## config.mk

```make
export PLATFORM = sky130hd
export DESIGN_NAME = rng_req_arbiter
export DESIGN_NICKNAME = d
export VERILOG_FILES = /design/src/rtl/rng_arb_pkg.sv /design/src/rtl/rng_rr_pick.sv /design/src/rtl/rng_req_arbiter.sv
export SDC_FILE = /design/constraint.sdc
export NUM_CORES = 1
export LEC_CHECK = 0
export ABC_AREA = 1
export CORE_ASPECT_RATIO = 0.8
export CORE_MARGIN = 10
export CORE_UTILIZATION = 34
export CTS_BUF_LIST = sky130_fd_sc_hd__clkbuf_16
export CTS_CLUSTER_SIZE = 14
export DETAILED_ROUTE_END_ITERATION = 16
export GPL_TIMING_DRIVEN = 0
export PLACE_DENSITY = 0.77
export REMOVE_ABC_BUFFERS = 1
export SLEW_MARGIN = 20
export SYNTH_ARGS = -nofsm -noshare
export SYNTH_HDL_FRONTEND = slang
export SYNTH_SLANG_ARGS = --single-unit
```

## constraint.sdc

```tcl
create_clock -name CLK -period 2.3 [get_ports CLK]
set_input_delay 0.69 -clock CLK [delete_from_list [all_inputs] [get_ports CLK]]
set_output_delay 0.69 -clock CLK [all_outputs]
set_load 0.01 [all_outputs]
```

## src/rtl/rng_arb_pkg.sv

```systemverilog
// Shared types and defaults for the TRNG request arbiter.
//   arb_state_e : arbiter FSM state encoding (IDLE, XFER, FIN)
//   NREQ_DEF    : default number of requesters
//   CW_DEF      : default width of a per-request word count
//   NREQ_MAX    : largest supported number of requesters
package rng_arb_pkg;

    localparam int unsigned NREQ_MAX = 8;
    localparam int unsigned NREQ_DEF = 4;
    localparam int unsigned CW_DEF   = 16;

    typedef enum logic [1:0] {
        IDLE = 2'd0,
        XFER = 2'd1,
        FIN  = 2'd2
    } arb_state_e;

endpackage

```

## src/rtl/rng_rr_pick.sv

```systemverilog
// Combinational round-robin picker: searches req_i starting at last_i+1
// (mod NREQ) and returns the first requester found.
//   req_i    : request vector
//   last_i   : index of the most recently served requester
//   gnt_oh_o : one-hot winner (zero when nothing is requested)
//   idx_o    : binary index of the winner
//   any_o    : at least one request present
module rng_rr_pick #(
    parameter int unsigned NREQ = 4,
    parameter int unsigned IW   = $clog2(NREQ)
) (
    input  logic [NREQ-1:0] req_i,
    input  logic [IW-1:0]   last_i,
    output logic [NREQ-1:0] gnt_oh_o,
    output logic [IW-1:0]   idx_o,
    output logic            any_o
);

    logic          found;
    logic [IW:0]   sum;
    logic [IW-1:0] cand;

    // Offsets 1..NREQ from last; the extra sum bit lets the wrap stay a single subtract.
    always_comb begin
        found = 1'b0;
        idx_o = '0;
        sum   = '0;
        cand  = '0;
        for (int unsigned k = 1; k <= NREQ; k++) begin
            sum = {1'b0, last_i} + (IW+1)'(k);
            if (sum >= (IW+1)'(NREQ)) begin
                sum = sum - (IW+1)'(NREQ);
            end
            cand = sum[IW-1:0];
            if (!found && req_i[cand]) begin
                found = 1'b1;
                idx_o = cand;
            end
        end
    end

    assign any_o    = found;
    assign gnt_oh_o = found ? (NREQ'(1) << idx_o) : '0;

endmodule

```

## src/rtl/rng_req_arbiter.sv

```systemverilog
// Round-robin scheduler sharing one 32-bit TRNG stream among NREQ consumers.
// Each granted requester receives exactly its latched word count with
// zero-latency pass-through, then gets a one-cycle DONE pulse.
//   CLK, RST_X          : clock, asynchronous active-low reset
//   S_TDATA/TVALID/TREADY : TRNG stream input
//   REQ, REQ_WORDS      : per-requester request level and word count
//   GNT                 : one-hot grant while transferring
//   OUT_DATA/VALID/READY : shared data bus, per-requester handshake
//   DONE, ABORTED       : completion pulse, early-termination qualifier
//   BUSY                : arbiter not idle
// Optional feature: define RNG_ARB_ABORT_EN to let a requester end its
// transfer early by dropping REQ; otherwise ABORTED is constant 0.
module rng_req_arbiter
    import rng_arb_pkg::*;
#(
    parameter int unsigned NREQ = NREQ_DEF,
    parameter int unsigned CW   = CW_DEF
) (
    input  logic             CLK,
    input  logic             RST_X,
    input  logic [31:0]      S_TDATA,
    input  logic             S_TVALID,
    output logic             S_TREADY,
    input  logic [NREQ-1:0]  REQ,
    input  logic [NREQ*CW-1:0] REQ_WORDS,
    output logic [NREQ-1:0]  GNT,
    output logic [31:0]      OUT_DATA,
    output logic [NREQ-1:0]  OUT_VALID,
    input  logic [NREQ-1:0]  OUT_READY,
    output logic [NREQ-1:0]  DONE,
    output logic             ABORTED,
    output logic             BUSY
);

    localparam int unsigned IW = $clog2(NREQ);

    if (NREQ < 2 || NREQ > NREQ_MAX) begin : g_bad_nreq
        $error("rng_req_arbiter: NREQ out of range");
    end

    arb_state_e      state_q, state_d;
    logic [CW-1:0]   rem_q, rem_d;
    logic [IW-1:0]   cur_q, cur_d;
    logic [IW-1:0]   last_q, last_d;
`ifdef RNG_ARB_ABORT_EN
    logic            abort_q, abort_d;
`endif

    logic [NREQ-1:0] pick_oh;
    logic [IW-1:0]   pick_idx;
    logic            pick_any;
    logic [CW-1:0]   pick_words;

    rng_rr_pick #(.NREQ(NREQ), .IW(IW)) u_pick (
        .req_i    (REQ),
        .last_i   (last_q),
        .gnt_oh_o (pick_oh),
        .idx_o    (pick_idx),
        .any_o    (pick_any)
    );

    // Word count of the current round-robin winner.
    always_comb begin
        pick_words = '0;
        for (int unsigned i = 0; i < NREQ; i++) begin
            if (pick_oh[i]) begin
                pick_words = REQ_WORDS[i*CW +: CW];
            end
        end
    end

    assign OUT_DATA = S_TDATA;

    // State, counter and index registers.
    always_ff @(posedge CLK or negedge RST_X) begin
        if (!RST_X) begin
            state_q <= IDLE;
            rem_q   <= '0;
            cur_q   <= '0;
            last_q  <= IW'(NREQ - 1);
`ifdef RNG_ARB_ABORT_EN
            abort_q <= 1'b0;
`endif
        end else begin
            state_q <= state_d;
            rem_q   <= rem_d;
            cur_q   <= cur_d;
            last_q  <= last_d;
`ifdef RNG_ARB_ABORT_EN
            abort_q <= abort_d;
`endif
        end
    end

    // Next-state and output decode.
    always_comb begin
        state_d   = state_q;
        rem_d     = rem_q;
        cur_d     = cur_q;
        last_d    = last_q;
`ifdef RNG_ARB_ABORT_EN
        abort_d   = abort_q;
`endif
        GNT       = '0;
        OUT_VALID = '0;
        S_TREADY  = 1'b0;
        DONE      = '0;
        ABORTED   = 1'b0;
        BUSY      = 1'b1;

        case (state_q)
            IDLE: begin
                BUSY = 1'b0;
                if (pick_any) begin
                    cur_d   = pick_idx;
                    rem_d   = pick_words;
                    state_d = (pick_words != '0) ? XFER : FIN;
                end
            end
            XFER: begin
                GNT[cur_q]       = 1'b1;
                OUT_VALID[cur_q] = S_TVALID;
                S_TREADY         = OUT_READY[cur_q];
                if (S_TVALID && OUT_READY[cur_q]) begin
                    rem_d = rem_q - CW'(1);
                    if (rem_q == CW'(1)) begin
                        state_d = FIN;
                    end
                end
`ifdef RNG_ARB_ABORT_EN
                // A drop coinciding with the final word is a normal completion.
                if (!REQ[cur_q] && (state_d != FIN)) begin
                    state_d = FIN;
                    abort_d = 1'b1;
                end
`endif
            end
            FIN: begin
                DONE[cur_q] = 1'b1;
                last_d      = cur_q;
                state_d     = IDLE;
`ifdef RNG_ARB_ABORT_EN
                ABORTED     = abort_q;
                abort_d     = 1'b0;
`endif
            end
            default: begin
                state_d = IDLE;
            end
        endcase
    end

endmodule

```

==> metrics.txt, run 1 <==
initial antenna violation count 0; CP required 2.44 ns; CTS tree done; main combinational cell family by area after synthesis simple AND/OR/NAND/NOR gates; flop2flop setup slack -0.37 ns; Max IR drop VDD 1.186 mV; Synth Warn # 0; Crit Path Class input pin to flip-flop; RSZ-0062 raised after global routing true; # clock sinks 22; Detailed Route WL 10990 um; # DRC 0; Setup Total Neg Slack -2.916 ns; area leader, netlist dfrtp_1; Placement Rows 27; vias in the first global route 3102; WL per Instance 19.28 um; CP max FO 5; # setup viols final 20; Post-Route Skew 0.001551 ns; Synth-to-Final Area Change 53.80%; Synth Area in Compound Gates 12.75%; initial core utilization 35.36%; simple logic cell fraction of the synthesized area 41.35%; Final min period 2.668 ns; outcome complete, but fails checks; failing checks setup timing; Placed Area 0.003118 mm^2; Startpoint Class input pin; largest net degree at the start of global routing 23; CP arrival 2.81 ns; number of fill cells 593; number of synthesized register bits 22; Clk Latency, worst-skew pair 0.25 ns; Hold Buf Count CTS 0; Worst Tran Pin Value 0.5530 ns; top cell type's share of synthesized area 20.24%; Netlist Area Pre-Place 0.002472 mm^2; Setup crit end kind flip-flop; IO Count 154; Post-Synth XOR/XNOR Area 1.771%; Hold Path Class input pin to async pin; Clock Path Buffers 2; global placer's final weighted congestion 0.8630; global route total overflow 0; max-slew violations 0; setup ws final -0.3682 ns; Root Driver clkbuf_16; power per cell area 1808 mW/mm^2; core area 0.006993 mm^2; htree depth 1; final net count 593; final instance area 0.003802 mm^2; chip width 115.3 um; Die ar. 0.01110 mm^2; CTS buffer count 3; share of cells above drive strength 1 26.71%; Iter 0 DRT Violations 197; PortBufs 88; fmax 374.8 MHz; 1st-pass router iterations 5; slew margin rel. 62.79%; antenna-violating nets left 0; clk slew on worst S/H paths 0.06 ns; Final Power 6.876 mW; HPWL Detailed 7409 um; max cap viols 0; via count 3192; height of the die 96.27 um; Hold WS 0.4182 ns; Seq/Total Area, Yosys 22.37%; Antenna Cells 0; Lkg Pwr 1.708 nW; Final Hold Vio Count 0; vias per inst 5.600; largest cells by area after synthesis dfrtp_1 20%, nand2_1 14%, buf_4 11%, nand4_1 9.4%, nor2_1 6.2%; proportion of synthesized area in mux cells 0.4555%; distinct cell type count after synthesis 36; post-synthesis cell count 391; Tot GR Track Use 18.84%; crit share post-route 116.0%; adder-cell share of the synthesized area 1.012%; synthesized area per cell 6.323 um^2; first-pass GRT wire length 16460 um
==> cells in the final DEF (no fill, tap or decap), types with 3 or more instances in the layout <==
cell | synthesis | layout
nand3_2 | 1 | 4
inv_2 | 6 | 7
a21oi_1 | 14 | 12
nor2_1 | 41 | 34
xor2_1 | 4 | 4
buf_2 | 4 | 7
inv_1 | 29 | 24
nand3_1 | 26 | 23
inv_4 | 0 | 3
nor2_2 | 2 | 5
nand2_2 | 9 | 19
dlymetal6s2s_1 | 0 | 3
dlygate4sd2_1 | 0 | 7
clkdlybuf4s15_1 | 0 | 3
nor3_2 | 0 | 3
nand2_4 | 1 | 9
o21ai_0 | 26 | 14
nor2_4 | 1 | 6
buf_6 | 5 | 7
buf_4 | 35 | 32
nand4_1 | 37 | 37
clkbuf_16 | 0 | 3
dfrtp_1 | 20 | 20
o21ai_1 | 7 | 18
nand2_1 | 91 | 74
clkdlybuf4s50_1 | 0 | 68
==> sequential cells by signal, indices dropped and copies added (netlist names) <==
register	count
cur_q	2
last_q	2
rem_q	16
state_q	2
==> worst paths after layout <==
| check | from | endpoint | depth (start not counted) |
|---|---|---|---|
| min | RST_X | rem_q[12] | 1 |
| max in group asynchronous | RST_X | last_q[0] | 1 |
| max | REQ[2] | state_q[0] | 17 |
| min reg2reg | rem_q[6] | rem_q[6] | 2 |
| max reg2reg | last_q[0] | state_q[0] | 17 |
| min in group CLK | rem_q[6] | rem_q[6] | 2 |
==> power by group <==
part / internal (mW) / switching [mW]
sequential: 0.598 / 0.211
combinational: 2.22 / 3.48
clock: 0.232 / 0.144
total: 3.05 / 3.83
==> layout make-up <==
class	count	area (um^2)	area share (%)
Sequential cell	22	553.0	14.54
Timing Repair inverter	4	27.53	0.7239
Inverter	36	156.4	4.113
Timing Repair Buffer	129	1204	31.66
Multi-Input combinational cell	288	1674	44.03
Clock inverter	1	3.754	0.09872
Clock buffer	3	75.07	1.974
Tap cell	87	108.9	2.863
==> metal layers <==
| metal | wire length [um] | vias up | GRT usage, % |
|---|---|---|---|
| met1 | 4268 | 1474 | 22.17 |
| met2 | 5009 | 211 | 30.53 |
| li1 | - | 1481 | - |
| met5 | 0 | - | 0.4444 |
| met4 | 277 | 0 | 2.947 |
| met3 | 1437 | 26 | 9.826 |
==> through the flow <==
step,util (%),setup WS (ns),std cells
2_1_floorplan,-,-0.4557,342
5_1_grt,54.37,-0.4455,570
4_1_cts,51.03,-0.2406,556
3_5_place_dp,44.59,-1.432,518
3_3_place_gp,44.39,-1.548,517
6_report,54.37,-0.3682,570
==> cells by family after synthesis <==
family / after synthesis
other cells: 1
simple gates: 219
flops: 22
mux: 1
buf+inv: 85
compound gates: 56
xor+xnor: 5
fa+ha+maj: 2
==> synth_stat cells <==
library cell / number
a21oi_1: 14
a21oi_4: 1
a221oi_1: 1
a31oi_1: 1
buf_2: 4
buf_4: 35
buf_6: 5
clkbuf_1: 5
conb_1: 1
dfrtp_1: 20
dfstp_2: 2
ha_1: 2
inv_1: 29
inv_2: 6
inv_6: 1
mux2_2: 1
nand2_1: 91
nand2_2: 9
nand2_4: 1
nand3_1: 26
nand3_2: 1
nand4_1: 37
nand4_2: 1
nor2_1: 41
nor2_2: 2
nor2_4: 1
nor3_1: 4
nor4_1: 3
o21ai_0: 26
o21ai_1: 7
o221ai_1: 4
o22ai_1: 1
o31ai_1: 1
or2_2: 2
xnor2_1: 1
xor2_1: 4
==> critical path: stages <==
cell and delay (ns):
dlygate4sd2_1 0.23, inv_1 0.05, nand2_1 0.10, nand3_1 0.17
nand2_2 0.15, nand4_1 0.23, nand2_4 0.26, buf_6 0.13
nor2_1 0.03, nand3_1 0.06, nand4_1 0.11, nor2_1 0.16
nand2_1 0.11, nor2_2 0.13, nand2_2 0.08, nand2_2 0.06
nand2_1 0.05
==> timing repair <==
item | in CTS | in global routing
cloned | 6 | 2
resized for setup | 81 | 45
endpoints found under the setup margin | 30 | 29
pin swaps | 23 | 44
buffers inserted | 28 | 12
(Power assumes the default switching activity.)
==> run 2: changes to the inputs <==
--- a/config.mk
+++ b/config.mk
@@ -8,12 +8,12 @@
 export ABC_AREA = 1
 export CORE_ASPECT_RATIO = 0.8
 export CORE_MARGIN = 10
-export CORE_UTILIZATION = 34
+export CORE_UTILIZATION = 35
 export CTS_BUF_LIST = sky130_fd_sc_hd__clkbuf_16
 export CTS_CLUSTER_SIZE = 14
 export DETAILED_ROUTE_END_ITERATION = 16
 export GPL_TIMING_DRIVEN = 0
-export PLACE_DENSITY = 0.77
+export PLACE_DENSITY = 0.76
 export REMOVE_ABC_BUFFERS = 1
 export SLEW_MARGIN = 20
 export SYNTH_ARGS = -nofsm -noshare
==> constraint.sdc (replaced) <==
create_clock -name CLK -period 3.5 [get_ports CLK]
set_input_delay 1.05 -clock CLK [delete_from_list [all_inputs] [get_ports CLK]]
set_output_delay 1.05 -clock CLK [all_outputs]
set_load 0.01 [all_outputs]
==> run 2 against run 1 <==
The run now ends clean. Clock-buffer cell count unchanged. Worst hold slack better by 0.11 ns. First-iteration DRC count shrank 24%. Die area is 2.3% lower. Global-route usage fell by 2.5 points. Sequential power decreased by 35%. Highest routed layer unchanged. Non-clock buffer count is 34 lower. Sequential share of layout area increased by 2.2 points.
==> metrics.txt, run 2 (same netlist as run 1, synthesis figures left out) <==
outcome finished, final reports clean; core area 0.006892 mm^2 (-1.4%); most frequent cells in the layout 89 x nand2_1, 86 x clkdlybuf4s50_1, 40 x nor2_1, 37 x nand4_1, 30 x inv_1; Hold Crit Endpoint rem_q[6]; Clk Latency, worst-skew pair 0.26 ns (about the same); fmax 292.8 MHz; clk slew on worst S/H paths 0.06 ns (about the same); # clock sinks 22 (unchanged); Antenna Cells 0 (unchanged); Max IR drop VDD 0.5568 mV (-53%); Clock Path Buffers 2 (unchanged); initial antenna violation count 0 (unchanged); initial core utilization 35.88% (+0.52 points); CP max FO 5 (unchanged); htree depth 1 (unchanged); setup ws final 0.08421 ns (+0.4524 ns); share of cells above drive strength 1 10.14% (-17 points); CP cell instances clkdlybuf4s50_1 -> inv_1 -> nor3_1 -> clkdlybuf4s50_1; Setup Total Neg Slack 0 ns (+2.916 ns); hold_sp rem_q[6]; reg2reg start last_q[0]; IO Count 154 (unchanged); Synth-to-Final Area Change 33.91%; Die ar. 0.01085 mm^2 (-2.3%); CTS tree done; vias in the first global route 2763 (-11%); global route total overflow 0 (unchanged); Hold WS 0.5253 ns (+0.1071 ns); commonest non-fill, non-tap cell in the layout nand2_1; hold-critical path depth 2; antenna-violating nets left 0 (unchanged); DP Worst Slack -0.5790 ns (+0.8526 ns); height of the die 95.18 um (-1.1%); Crit Path Class input pin to output port; power per cell area 1052 mW/mm^2 (-42%); max cap viols 0 (unchanged); HPWL Detailed 7362 um (-0.63%); most used cell, CP clkdlybuf4s50_1; Hold Buf Count CTS 0 (unchanged); Lkg Pwr 1.420 nW (-17%); cells on worst reg2reg path 16 (-1); Iter 0 DRT Violations 149 (-24%); max FFs per register 16 (unchanged); Largest Register rem_q; Final min period 3.416 ns; Buffers & Inverters on Critical Path 3 (unchanged); fin util 48.04% (-6.3 points); largest net degree at the start of global routing 30 (+30%); Worst Tran Pin Value 0.6217 ns (+0.06869 ns); via count 2904 (-9.0%); Hold Path Class flip-flop to flip-flop; CP required 2.45 ns (about the same); WL per Instance 18.03 um (-6.5%); final net count 554 (-6.6%); Worst path slowest cell clkdlybuf4s50_1; Tot GR Track Use 16.30% (-2.5 points); Detailed Route WL 9574 um (-13%); Setup crit end kind output port; Worst R2R End state_q[1]; max-slew violations 0 (unchanged); first-pass GRT wire length 14240 um (-13%); vias per inst 5.469 (-2.3%); Root Driver clkbuf_16; crit share post-route 97.59%; CTS buffer count 3 (unchanged); Post-Route Skew 0.005518 ns (+0.003967 ns); number of fill cells 709 (+20%); Startpoint Class input pin; Final Hold Vio Count 0 (unchanged); 1st-pass router iterations 5 (unchanged); Stages on worst setup path 4 (-13); CP peak stage delay 0.58 ns (+0.32 ns); # DRC 0 (unchanged); flop2flop setup slack 0.74 ns (+1.11 ns); PortBufs 88 (unchanged); # setup viols final 0 (-100%); slew margin rel. 58.51% (-4.3 points); Top delay family on crit path buffers and inverters; CP arrival 2.37 ns (-0.44 ns); Placement Rows 27 (unchanged); global placer's final weighted congestion 0.8766 (+1.6%); Final Power 3.483 mW (-49%); chip width 114.0 um (-1.2%)
[run 2: cell types whose count changed in the layout (fill, tap and decap cells not counted), moves of 7 or more]
cell	delta
clkdlybuf4s50_1	+18
buf_6	-7
buf_4	-26
nand2_2	-10
nand2_1	+15
o21ai_1	-11
o21ai_0	+12
[run 2: what timing repair did]
action	4_1_cts	5_1_grt
resized for setup	5	5
setup endpoints to repair	15	16
setup buffers	0	6
gates cloned	0	3
pin swaps	0	3
[run 2: how the worst max path moves through the flow]
stage,endpoint,startpoint,slack [ns]
floorplan,OUT_VALID[2],state_q[1],0.38
global placement,OUT_VALID[2],state_q[1],-0.79
global route,state_q[1],REQ[3],-0.02
detailed placement,state_q[1],REQ[3],-0.58
CTS,state_q[1],REQ[3],-0.02
finish,OUT_VALID[3],S_TVALID,0.08
[run 2: per-layer routing]
layer	global-route usage, %	wire (um)	vias up
li1	-	-	1387
met2	22.73	3997	158
met5	2.222	0	-
met1	21.03	4209	1347
met4	2.813	81	0
met3	9.793	1286	12
[run 2: cell type report]
class                           instances  area (um^2)  area share, %
Clock buffer                            3        75.07          2.268
Clock inverter                          1        3.754         0.1134
Sequential cell                        22        553.0          16.70
Inverter                               36        140.1          4.233
Tap cell                               87        108.9          3.288
Timing Repair Buffer                   95        934.6          28.23
Multi-Input combinational cell        287         1495          45.16
[run 2: worst register-to-register path: stages, from the launching register on]
cell and delay, ns:
dfstp_2 0.65, inv_6 0.09, nand2_2 0.06, nand2_1 0.07, nand2_2 0.11, nand2_4 0.07
nor2_4 0.13, nand4_1 0.19, nand2_4 0.20, inv_2 0.18, nand4_1 0.11, nand4_1 0.19
nor2_1 0.16, nand2_1 0.08, nor2_1 0.12, nand2_1 0.12, a21oi_1 0.16
[run 2: per-stage QoR]
step,area (um^2),std cells
4_1_cts,3221,522
2_1_floorplan,2115,342
3_3_place_gp,3104,517
3_5_place_dp,3122,518
5_1_grt,3311,531
6_report,3311,531
[run 2: where the power goes]
| group | total, mW | switching (mW) | leakage (nW) | internal, mW |
|---|---|---|---|---|
| Clock | 0.241 | 0.0891 | 0.0423 | 0.152 |
| Combinational | 2.72 | 1.80 | 1.11 | 0.915 |
| Sequential | 0.527 | 0.133 | 0.269 | 0.394 |
| Total | 3.48 | 2.02 | 1.42 | 1.46 |
==> run 3: changes to the inputs <==
--- a/config.mk
+++ b/config.mk
@@ -6,15 +6,19 @@
 export NUM_CORES = 1
 export LEC_CHECK = 0
 export ABC_AREA = 1
+export CELL_PAD_IN_SITES_DETAIL_PLACEMENT = 1
+export CELL_PAD_IN_SITES_GLOBAL_PLACEMENT = 2
 export CORE_ASPECT_RATIO = 0.8
 export CORE_MARGIN = 10
-export CORE_UTILIZATION = 35
+export CORE_UTILIZATION = 19
 export CTS_BUF_LIST = sky130_fd_sc_hd__clkbuf_16
 export CTS_CLUSTER_SIZE = 14
 export DETAILED_ROUTE_END_ITERATION = 16
 export GPL_TIMING_DRIVEN = 0
-export PLACE_DENSITY = 0.76
+export MAX_ROUTING_LAYER = met4
+export PLACE_DENSITY = 0.85
 export REMOVE_ABC_BUFFERS = 1
+export SETUP_SLACK_MARGIN = 0.5
 export SLEW_MARGIN = 20
 export SYNTH_ARGS = -nofsm -noshare
 export SYNTH_HDL_FRONTEND = slang
==> run 3 against run 2 <==
Worst hold slack better by 0.016 ns. Flip-flop and latch count unchanged. Clock skew grew 0.0036 ns. First-iteration DRC count rose by 11%. Non-clock buffer count increased by 12. Critical path type unchanged. Combinational power grew 16%. Global-route usage is 3.4 points lower. Power rose by 16%. Cell count up 19%. Sequential share of layout area fell by 1.4 points. Final area up 9.5%.
==> metrics.txt, run 3 (same netlist as run 1, synthesis figures left out) <==
core area 0.01278 mm^2 (+85%); fin util 28.37% (-20 points); chip width 147.5 um (+29%); Worst Tran Pin Value 0.5379 ns (-0.08388 ns); Clk Latency, worst-skew pair 0.26 ns (about the same); clk slew on worst S/H paths 0.06 ns (about the same); commonest non-fill, non-tap cell in the layout nand2_1; Die ar. 0.01800 mm^2 (+66%); RSZ-0062 raised after global routing true; crit share post-route 83.32% (-14 points); global route total overflow 0 (unchanged); Clock Path Buffers 2 (unchanged); Startpoint Class input pin; max cap viols 0 (unchanged); Lkg Pwr 1.534 nW (+8.0%); HPWL Detailed 8676 um (+18%); Tot GR Track Use 12.87% (-3.4 points); M1 WL 5079 um (+21%); power per cell area 1112 mW/mm^2 (+5.7%); final net count 566 (+2.2%); max-slew violations 0 (unchanged); PortBufs 88 (unchanged); Final min period 2.916 ns (-0.4996 ns); Placement Rows 37 (+37%); height of the die 122.0 um (+28%); sw frac 56.62% (-1.4 points); CTS buffer count 3 (unchanged); # clock sinks 22 (unchanged); Logic pwr share 78.3% (+0.3 points); CP arrival 1.87 ns (-0.50 ns); CP max FO 5 (unchanged); Sw Pwr 2.283 mW (+13%); Largest Register rem_q; WL per Instance 18.71 um (+3.8%); largest net degree at the start of global routing 23 (-23%); initial antenna violation count 0 (unchanged); Iter 0 DRT Violations 166 (+11%); max FFs per register 16 (unchanged); Post-Route Skew 0.009168 ns (+0.003650 ns); Sequential Power Share 13.4% (-1.7 points); Hold WS 0.5411 ns (+0.01580 ns); Synth-to-Final Area Change 46.61%; antenna-violating nets left 0 (unchanged); Setup crit end kind output port; Final Hold Vio Count 0 (unchanged); Root Driver clkbuf_16; Crit Path Class input pin to output port; Hold Buf Count CTS 0 (unchanged); share of cells above drive strength 1 20.83% (+11 points); fmax 342.9 MHz (+17%); initial core utilization 19.35% (-17 points); slew margin rel. 64.14% (+5.6 points); 1st-pass router iterations 4 (-1); Met3 Routed Length 691 um (-46%); outcome finished, final reports clean; vias in the first global route 3284 (+19%); # setup viols final 0 (unchanged); WL met2 5961 um (+49%); vias per inst 4.620 (-16%); Max IR drop VDD 0.3228 mV (-42%); Detailed Route WL 11810 um (+23%); top layer in use met4; # DRC 0 (unchanged); Power Internal 1.749 mW (+20%); most frequent cells in the layout 81 x nand2_1, 74 x clkdlybuf4s50_1, 37 x nor2_1, 37 x nand4_1; global placer's final weighted congestion 0.7836 (-11%); htree depth 1 (unchanged); Setup Total Neg Slack 0 ns (unchanged); CTS tree done; first-pass GRT wire length 18210 um (+28%); power share of the clock group 8.2% (+1.3 points); Hold Path Class flip-flop to flip-flop; via count 2915 (+0.38%); Antenna Cells 0 (unchanged); IO Count 154 (unchanged); CP required 2.45 ns (about the same)
## run 3: what timing repair did
action | 4_1_cts | 5_1_grt
cloned | 3 | 0
endpoints found under the hold margin | 0 | 0
setup endpoints to repair | 28 | 21
buffers inserted | 17 | 1
gates resized for setup | 56 | 27
pin swaps | 21 | 21
## run 3: final timing paths
check	start	endpoint	slack [ns]	cells after the start
max	S_TVALID	OUT_VALID[1]	0.58	4
min	rem_q[6]	rem_q[6]	0.54	2
max reg2reg	last_q[1]	state_q[0]	0.74	18
min reg2reg	rem_q[6]	rem_q[6]	0.54	2
max in group asynchronous	RST_X	rem_q[6]	2.37	1
min in group asynchronous	RST_X	state_q[1]	0.76	1
## run 3: layout make-up
cell class                 count  area [um^2]
fill                        1615         9153
clock buffer                   3        75.07
tap                          175        219.0
clock inverter                 1        30.03
multi-input combinational    286         1594
timing repair inverter         1        5.005
inverter                      36        148.9
timing repair buffer         107        999.7
sequential                    22        553.0
## run 3: worst max-delay path, stage by stage
cell	delay [ns]
clkdlybuf4s50_1	0.47
inv_2	0.07
nor3_2	0.11
buf_2	0.16
## run 3: power by group through the flow
stage / Clock [mW] / Combinational [mW] / Sequential, mW
after floorplan: 0 / 1.68 / 0.492
after global placement: 0 / 2.45 / 0.520
after detailed placement: 0 / 2.55 / 0.532
after CTS: 0.338 / 3.08 / 0.531
after global routing: 0.344 / 3.51 / 0.560
final: 0.332 / 3.16 / 0.542
## run 3: metal layers
metal / vias to the layer above / track usage (%)
met5: - / -
met2: 78 / 21.82
li1: 1414 / -
met4: 0 / 1.298
met3: 8 / 3.890
met1: 1415 / 15.28
## run 3: metrics by stage
step / worst slack (ns) / total power, mW / area, um^2 / std cells
after floorplan: 0.3843 / 2.176 / 2115 / 342
after global placement: -0.8708 / 2.974 / 3214 / 605
after detailed placement: -0.7402 / 3.086 / 3232 / 606
after CTS: 0.5091 / 3.948 / 3558 / 630
after global routing: 0.4614 / 4.414 / 3625 / 631
final: 0.5838 / 4.031 / 3625 / 631
